[src/rtl/writeback_select_unit.sv]
// Register-file writeback selector: picks one of NUM_SRC sources, waits for it
// to become valid, then issues a single registered write to the register bank.
module writeback_select_unit #(
  parameter int          DATA_W      = 32,
  parameter int          NUM_SRC     = 7,
  parameter int          SEL_W       = 3,
  parameter int          CONST_SEL   = 5,
  parameter int unsigned CONST_VALUE = 227,
  parameter int          ADDR_W      = 5,
  parameter int          TIMEOUT     = 63
) (
  input  logic                      clk,
  input  logic                      reset,
  input  logic                      flush,
  input  logic                      wb_req,
  input  logic [SEL_W-1:0]          wb_sel,
  input  logic [ADDR_W-1:0]         wb_dest,
  input  logic [NUM_SRC*DATA_W-1:0] src_data,
  input  logic [NUM_SRC-1:0]        src_valid,
  output logic                      wb_en,
  output logic [ADDR_W-1:0]         wb_addr,
  output logic [DATA_W-1:0]         wb_data,
  output logic                      busy,
  output logic                      done,
  output logic                      error
);

  localparam int NUM_SLOT = 2 ** SEL_W;
  localparam int CNT_W    = (TIMEOUT > 2) ? $clog2(TIMEOUT) : 1;
  localparam logic [CNT_W-1:0]  CNT_LAST   = CNT_W'((TIMEOUT > 0) ? TIMEOUT - 1 : 0);
  localparam logic [DATA_W-1:0] CONST_WORD = DATA_W'(CONST_VALUE);
  localparam logic [SEL_W:0]    SRC_LIMIT  = (SEL_W + 1)'(NUM_SRC);

  typedef enum logic [1:0] {
    ST_IDLE,
    ST_WAIT,
    ST_WRITE
  } state_t;

  state_t              state_reg, state_next;
  logic [CNT_W-1:0]    count_reg, count_next;
  logic [SEL_W-1:0]    sel_reg, sel_next;
  logic [ADDR_W-1:0]   dest_reg, dest_next;
  logic                wb_en_reg, wb_en_next;
  logic                done_reg, done_next;
  logic                error_reg, error_next;
  logic [ADDR_W-1:0]   addr_reg;
  logic [DATA_W-1:0]   data_reg;
  logic                capture;

  // Every select code maps to a slot so indexing never leaves the array;
  // codes past NUM_SRC read as never-valid zero.
  logic [DATA_W-1:0]   slot_data [NUM_SLOT];
  logic [NUM_SLOT-1:0] slot_ok;

  genvar gi;
  generate
    for (gi = 0; gi < NUM_SLOT; gi++) begin : g_slot
      if (gi == CONST_SEL) begin : g_const
        logic [DATA_W-1:0] unused_data;
        logic              unused_valid;
        if (gi < NUM_SRC) begin : g_tap
          assign unused_data  = src_data[gi*DATA_W +: DATA_W];
          assign unused_valid = src_valid[gi];
        end else begin : g_notap
          assign unused_data  = '0;
          assign unused_valid = 1'b0;
        end
        assign slot_data[gi] = CONST_WORD;
        assign slot_ok[gi]   = 1'b1;
      end else if (gi < NUM_SRC) begin : g_src
        assign slot_data[gi] = src_data[gi*DATA_W +: DATA_W];
        assign slot_ok[gi]   = src_valid[gi];
      end else begin : g_none
        assign slot_data[gi] = '0;
        assign slot_ok[gi]   = 1'b0;
      end
    end
  endgenerate

  // In IDLE the live request selects; afterwards the latched select does.
  logic [SEL_W-1:0]  rd_sel;
  logic [DATA_W-1:0] sel_word;
  logic              sel_ok;
  logic              sel_bad;

  assign rd_sel   = (state_reg == ST_IDLE) ? wb_sel : sel_reg;
  assign sel_word = slot_data[rd_sel];
  assign sel_ok   = slot_ok[rd_sel];
  assign sel_bad  = ({1'b0, wb_sel} >= SRC_LIMIT);

  always_comb begin
    state_next = state_reg;
    count_next = count_reg;
    sel_next   = sel_reg;
    dest_next  = dest_reg;
    capture    = 1'b0;
    error_next = 1'b0;

    case (state_reg)
      ST_IDLE: begin
        if (wb_req) begin
          sel_next  = wb_sel;
          dest_next = wb_dest;
          if (sel_bad) begin
            error_next = 1'b1;
          end else if (sel_ok) begin
            capture    = 1'b1;
            state_next = ST_WRITE;
          end else begin
            state_next = ST_WAIT;
            count_next = '0;
          end
        end
      end
      ST_WAIT: begin
        if (sel_ok) begin
          capture    = 1'b1;
          state_next = ST_WRITE;
        end else if ((TIMEOUT != 0) && (count_reg == CNT_LAST)) begin
          error_next = 1'b1;
          state_next = ST_IDLE;
        end else begin
          count_next = count_reg + CNT_W'(1);
        end
      end
      ST_WRITE: begin
        state_next = ST_IDLE;
      end
      default: begin
        state_next = ST_IDLE;
      end
    endcase

    // Abort wins over everything except reset.
    if (flush) begin
      state_next = ST_IDLE;
      sel_next   = sel_reg;
      dest_next  = dest_reg;
      capture    = 1'b0;
      error_next = 1'b0;
    end

    wb_en_next = capture && (dest_next != '0);
    done_next  = capture;
  end

  always_ff @(posedge clk) begin
    if (reset) begin
      state_reg <= ST_IDLE;
      count_reg <= '0;
      sel_reg   <= '0;
      dest_reg  <= '0;
      wb_en_reg <= 1'b0;
      done_reg  <= 1'b0;
      error_reg <= 1'b0;
      addr_reg  <= '0;
      data_reg  <= '0;
    end else begin
      state_reg <= state_next;
      count_reg <= count_next;
      sel_reg   <= sel_next;
      dest_reg  <= dest_next;
      wb_en_reg <= wb_en_next;
      done_reg  <= done_next;
      error_reg <= error_next;
      if (capture) begin
        addr_reg <= dest_next;
        data_reg <= sel_word;
      end
    end
  end

  assign wb_en   = wb_en_reg;
  assign done    = done_reg;
  assign error   = error_reg;
  assign wb_addr = addr_reg;
  assign wb_data = data_reg;
  assign busy    = (state_reg != ST_IDLE);

endmodule

[config.mk]
export PLATFORM = sky130hd
export DESIGN_NAME = writeback_select_unit
export DESIGN_NICKNAME = d
export VERILOG_FILES = /design/src/rtl/writeback_select_unit.sv
export SDC_FILE = /design/constraint.sdc
export NUM_CORES = 1
export LEC_CHECK = 0
export CAP_MARGIN = 20
export CORE_ASPECT_RATIO = 2
export CORE_MARGIN = 8
export CORE_UTILIZATION = 30
export DETAILED_ROUTE_END_ITERATION = 12
export PLACE_DENSITY = 0.8
export SETUP_SLACK_MARGIN = 0.15
export SKIP_LAST_GASP = 1
export SYNTH_ARGS = -nofsm -noshare
export SYNTH_HDL_FRONTEND = slang
export SYNTH_SLANG_ARGS = --single-unit
[constraint.sdc]
create_clock -name clk -period 2.6 [get_ports clk]
set_input_delay 0.52 -clock clk [delete_from_list [all_inputs] [get_ports clk]]
set_output_delay 0.52 -clock clk [all_outputs]
set_load 0.05 [all_outputs]
# == Word level (Yosys, flattened, before mapping) ==
# Index checks and enable logic that the tools add are counted.
# word_totals
ff_bits,56
# classes
bitwise_logic,2
addsub,1
eq_ne,8
reduce_logical,9
n_lt_le_gt_ge,3
mux,31
# ops
cell,n
32-bit binary-select mux with 3-bit select,1
32-bit two-way mux,2
6-bit two-way mux,5
5-bit two-way mux,3
6-bit one-hot mux with 2 select lines,1
2-bit two-way mux,5
2-bit inequality test (second input constant),5
1-bit two-way mux,9
6-bit by 1-bit adder with 6-bit output (second input constant),1
6-bit equality test (second input constant),1
3-bit AND reduction,2
6-bit AND reduction,1
5-bit nonzero test,1
4-bit greater-or-equal comparator (second input constant),1
3-bit by 4-bit less-than comparator with 1-bit output (second input constant),1
3-bit inverter with 4-bit output,1
1-bit one-hot mux with 2 select lines,2
2-bit one-hot mux with 2 select lines,1
2-bit nonzero test,2
1-bit binary-select mux with 3-bit select,1
3-bit greater-or-equal comparator (second input constant),1
3-bit two-way mux,1
3-bit inequality test (second input constant),1
2-bit by 1-bit equality test with 1-bit output (second input constant),1
other kinds (4),4

# == Depth between registers and ports, before layout ==
# Gate-level depths: netlist (run 1).
# logic_depth
ltp_word,10
mapped_depth,9
mapped_depth_nobuf,7

# == Least setup slack after synthesis (run 1) ==
# OpenSTA, ideal clock, no wires.
# synth_path
path_type,input to register
startpoint,input port wb_sel[1]
endpoint,register data_reg[30] (netlist: wb_data[30])
path_buffers,3
slack_ns,0.130
required_ns,2.504
setup_time_ns,0.096
arrival_ns,2.374
path_stages,9
path_cell_list,or3_1 buf_2 o21ai_4 a211oi_1 or3_1 buf_2 or2_1 buf_4 o41ai_2
# synth_via
elab_chain_len,8
word_cells_on_any_way,13
classes_between,order compare (1); mux (11); bitwise (1)
# synth_rtl
element,line,text
start: declaration,16,"input logic [SEL_W-1:0] wb_sel,"
3-bit two-way mux,87,assign rd_sel = (state_reg == ST_IDLE) ? wb_sel : sel_reg;
1-bit binary-select mux with 3-bit select,89,assign sel_ok = slot_ok[rd_sel];
1-bit two-way mux (not written as such),89,
1-bit two-way mux,"107, 117",
1-bit two-way mux,105,if (sel_bad) begin
1-bit two-way mux,102,if (wb_req) begin
1-bit one-hot mux with 2 select lines,100,case (state_reg)
1-bit two-way mux,136,if (flush) begin
end signal: assignment,169,data_reg <= sel_word;
end: declaration,48,logic [DATA_W-1:0] data_reg;
# Several ways; a longest one is shown, not always the timed one. The select of a mux whose other input is x is not followed.
# A chain may end at the register's enable or synchronous reset.

# == Worst setup path in the final report (run 1) ==
# layout_path
startpoint,register state_reg[1]
endpoint,register data_reg[0] (netlist: wb_data[0])
# layout_via
elab_chain_len,9
word_cells_on_any_way,14
classes_between,eq/ne (1); mux (11); bitwise (1); reduce/logical (1)
# layout_rtl
element,line,text
start: declaration,40,"state_t state_reg, state_next;"
start signal: assignment,160,state_reg <= state_next;
2-bit logical NOT,"87, 100",
3-bit two-way mux,87,
1-bit binary-select mux with 3-bit select,89,
1-bit two-way mux (not written as such),89,
1-bit two-way mux,"107, 117",
1-bit two-way mux,105,
1-bit two-way mux,102,
1-bit one-hot mux with 2 select lines,100,
1-bit two-way mux,136,
# Several ways; a longest one is shown, not always the timed one. The select of a mux whose other input is x is not followed.

==> impl_results.md, run 1 <==
- Outcome: finished, final reports clean
- Startpoint Class: register
- Final hold viol count: 0
- Crit path arrival time: 2630 ps
- CTS sink cnt: 56
- Fin crit period: 2420 ps
- CP endpoint kind: register
- Final Cycle Share: 0.931
- Main synth FF type: dfxtp_1
- Worst skew pair latency: 300 ps
- Hold_ws: 475 ps
- Wirelength, routed: 17.6 mm
- Power Density: 428 nW/µm²
- Worst-path cell chain: or4b_4 -> o21a_1 -> o32ai_2 -> buf_4 -> nor4_4 -> buf_4 -> buf_6 -> or3b_2 -> o31ai_1
- Drt first-iter violations: 219
- P_leak: 2.71 nW
- Area of the mapped netlist: 3860 µm²
- Drt wl/cell: 17.4 µm
- Sequential area share after synthesis: 0.290
- Placed cell areas: 6720 µm²
- Initial antenna violation count: 0
- First-pass GRT wire length: 26.6 mm
- Reg area: 1120 µm²
- GR Overflow Total: 0
- DP Wirelength: 13.7 mm
- Syn avg cell area: 6.32 µm²
- CP required: 2810 ps
- Count leader, synth: nand2_1
- Initial Util: 0.308
- RSZ-0062 raised after global routing: false
- GRT Total Usage: 0.200
- Synth area leaders: dfxtp_1, nand2_1, a21oi_1
- Clock Tree Buf Depth: 2
- Critical path's top delay family: simple AND/OR/NAND/NOR gates
- Die Y-Extent: 176 µm
- Drt pass-1 iters: 5
- Post-Syn Nets: 856
- Fillers: 1173
- Fin nets: 1107
- Slowest CP cell: or4b_4
- Setup Skew: 4.69 ps
- Remaining DRCs: 0
- Antenna cells: 0
- Max reg flops: 32
- Slew Limit Headroom: 0.359
- Crit Path Category: reg -> reg
- Routed vias: 5220
- Final core occ: 0.564
- Peak VDD IR: 0.348 mV
- Max Clk Rate: 413 MHz
- Area occupied by multi-input gates: 2690 µm²
- Post-synth top area cell: dfxtp_1
- Most frequent CP cell: buf_4
- Layout cells sized above 1: 0.103
- Async SR Flop Fraction: 0
- Delay of the slowest critical-path stage: 510 ps
- Clock-pin slew on the worst setup and hold paths: 80 ps
- Root Driver: clkbuf_16
- Register bit count reported by yosys: 56
- EDFF count, synth: 0
- Die area: 17000 µm²
- Final GP Congestion: 0.860
- Yosys warning count: 0
- Number of global-route vias before repair: 5233
- # rows: 58
- MaxCap Viol Count: 0
- Chip width: 96.2 µm
- Max Slew Vio Count: 0
- Synth top area share: 0.290
- Kind of path behind the tightest hold check: reg -> reg
- Final Instance Area: 7090 µm²
- Synth Instances: 611
- Antenna viol nets, final: 0
- R2r setup slk: 180 ps
- Sum of buffers and inverters on the critical path: 3
- H-tree Lvls: 2
- Top cells by count, synth: nand2_1, a21oi_1, dfxtp_1
- Tightest Pin Transition: 953 ps
- DR vias/cell: 5.15
- Total core area: 12600 µm²
- Area growth syn-to-layout: 83.5%
- Fin Setup TNS: 0 ps
- Pin count of the biggest net entering global routing: 65
- Synth cell types: 47
- I/O pin count: 284
- CTS tree: done
- # port buffers: 250
- Final setup fails: 0
- CTS Buf Count: 5
- Crit Path Max Fanout: 9
path summary, 6_finish.rpt:
kind	end	cells after the start	from
hold reg to reg	dest_reg[0]$_SDFF_PP0_	2	dest_reg[0]$_SDFF_PP0_
setup reg to reg	wb_data[0]$_SDFFE_PP0P_	9	state_reg[1]$_SDFFE_PP0P_
setup / recovery	wb_data[0]$_SDFFE_PP0P_	9	state_reg[1]$_SDFFE_PP0P_
hold / removal	dest_reg[0]$_SDFF_PP0_	2	dest_reg[0]$_SDFF_PP0_
metal layers:
metal / vias up / share of wire / global-route usage
li1: 2611 / - / -
met1: 2361 / 0.35 / 0.202
met2: 209 / 0.53 / 0.364
met3: 39 / 0.080 / 0.0596
met4: 0 / 0.036 / 0.0775
met5: - / 0 / 0
worst register-to-register path: cells and delay by family, from the launching register on:
family | cells | cell delay, ps
compound gates | 3 | 510
buf+inv | 3 | 460
flops | 1 | 390
simple gates | 3 | 980
power breakdown:
part	internal, W	leakage (nW)	switching (W)
combinational	0.000655	2.18	0.000722
sequential	0.000914	0.457	0.0000371
clock	0.000366	0.0719	0.000335
metrics by stage:
| stage | total power [W] | setup slack, ps | std cells |
|---|---|---|---|
| after global routing | 0.00320 | 99.8 | 1013 |
| after CTS | 0.00300 | 151 | 1008 |
| after global placement | 0.00227 | -296 | 999 |
| after floorplan | 0.00164 | 154 | 611 |
| after detailed placement | 0.00228 | -361 | 999 |
| final | 0.00303 | 180 | 1013 |
cells in the final DEF, fill, tap and decap left out, types with 4 or more instances in the layout:
master	n
a21oi_1	87
dfxtp_1	54
a211oi_2	5
nor2_1	44
a31oi_1	6
a311o_1	7
buf_12	8
clkdlybuf4s50_1	245
a211oi_1	21
nor3_1	31
a221oi_1	7
nand2b_1	7
buf_4	33
inv_1	5
clkbuf_16	5
nand2_1	214
o21ai_0	12
or3b_4	4
cells by family after synthesis:
kind of cell	after synthesis	synth area share
flops	56	0.290
buf+inv	54	0.0561
compound gates	171	0.282
fa+ha+maj	2	0.00648
mux	2	0.00583
simple gates	326	0.359
final cells by class:
| type | instances | share of cell area |
|---|---|---|
| repair buffers | 292 | 0.411 |
| multi-input cells | 501 | 0.379 |
| flip-flops and latches | 56 | 0.159 |
| well taps | 150 | 0.0265 |
| clock buffers | 5 | 0.0177 |
| clock inverters | 3 | 0.00388 |
| inverters | 6 | 0.00318 |
timing repair:
item                                    CTS  global route
hold buffers                              0             0
buffers inserted                          1             5
resized for setup                        11            33
pin swaps                                 3            10
endpoints found under the setup margin   41            40
(Power assumes the default switching activity.)
==> run 2, diff against run 1 <==
--- a/config.mk
+++ b/config.mk
@@ -9,6 +9,8 @@
 export CORE_ASPECT_RATIO = 2
 export CORE_MARGIN = 8
 export CORE_UTILIZATION = 30
+export CTS_CLUSTER_DIAMETER = 50
+export CTS_CLUSTER_SIZE = 24
 export DETAILED_ROUTE_END_ITERATION = 12
 export PLACE_DENSITY = 0.8
 export SETUP_SLACK_MARGIN = 0.15
==> results of run 2 <==
Same layout as run 1: the final DEF is identical, and so are final timing and power.
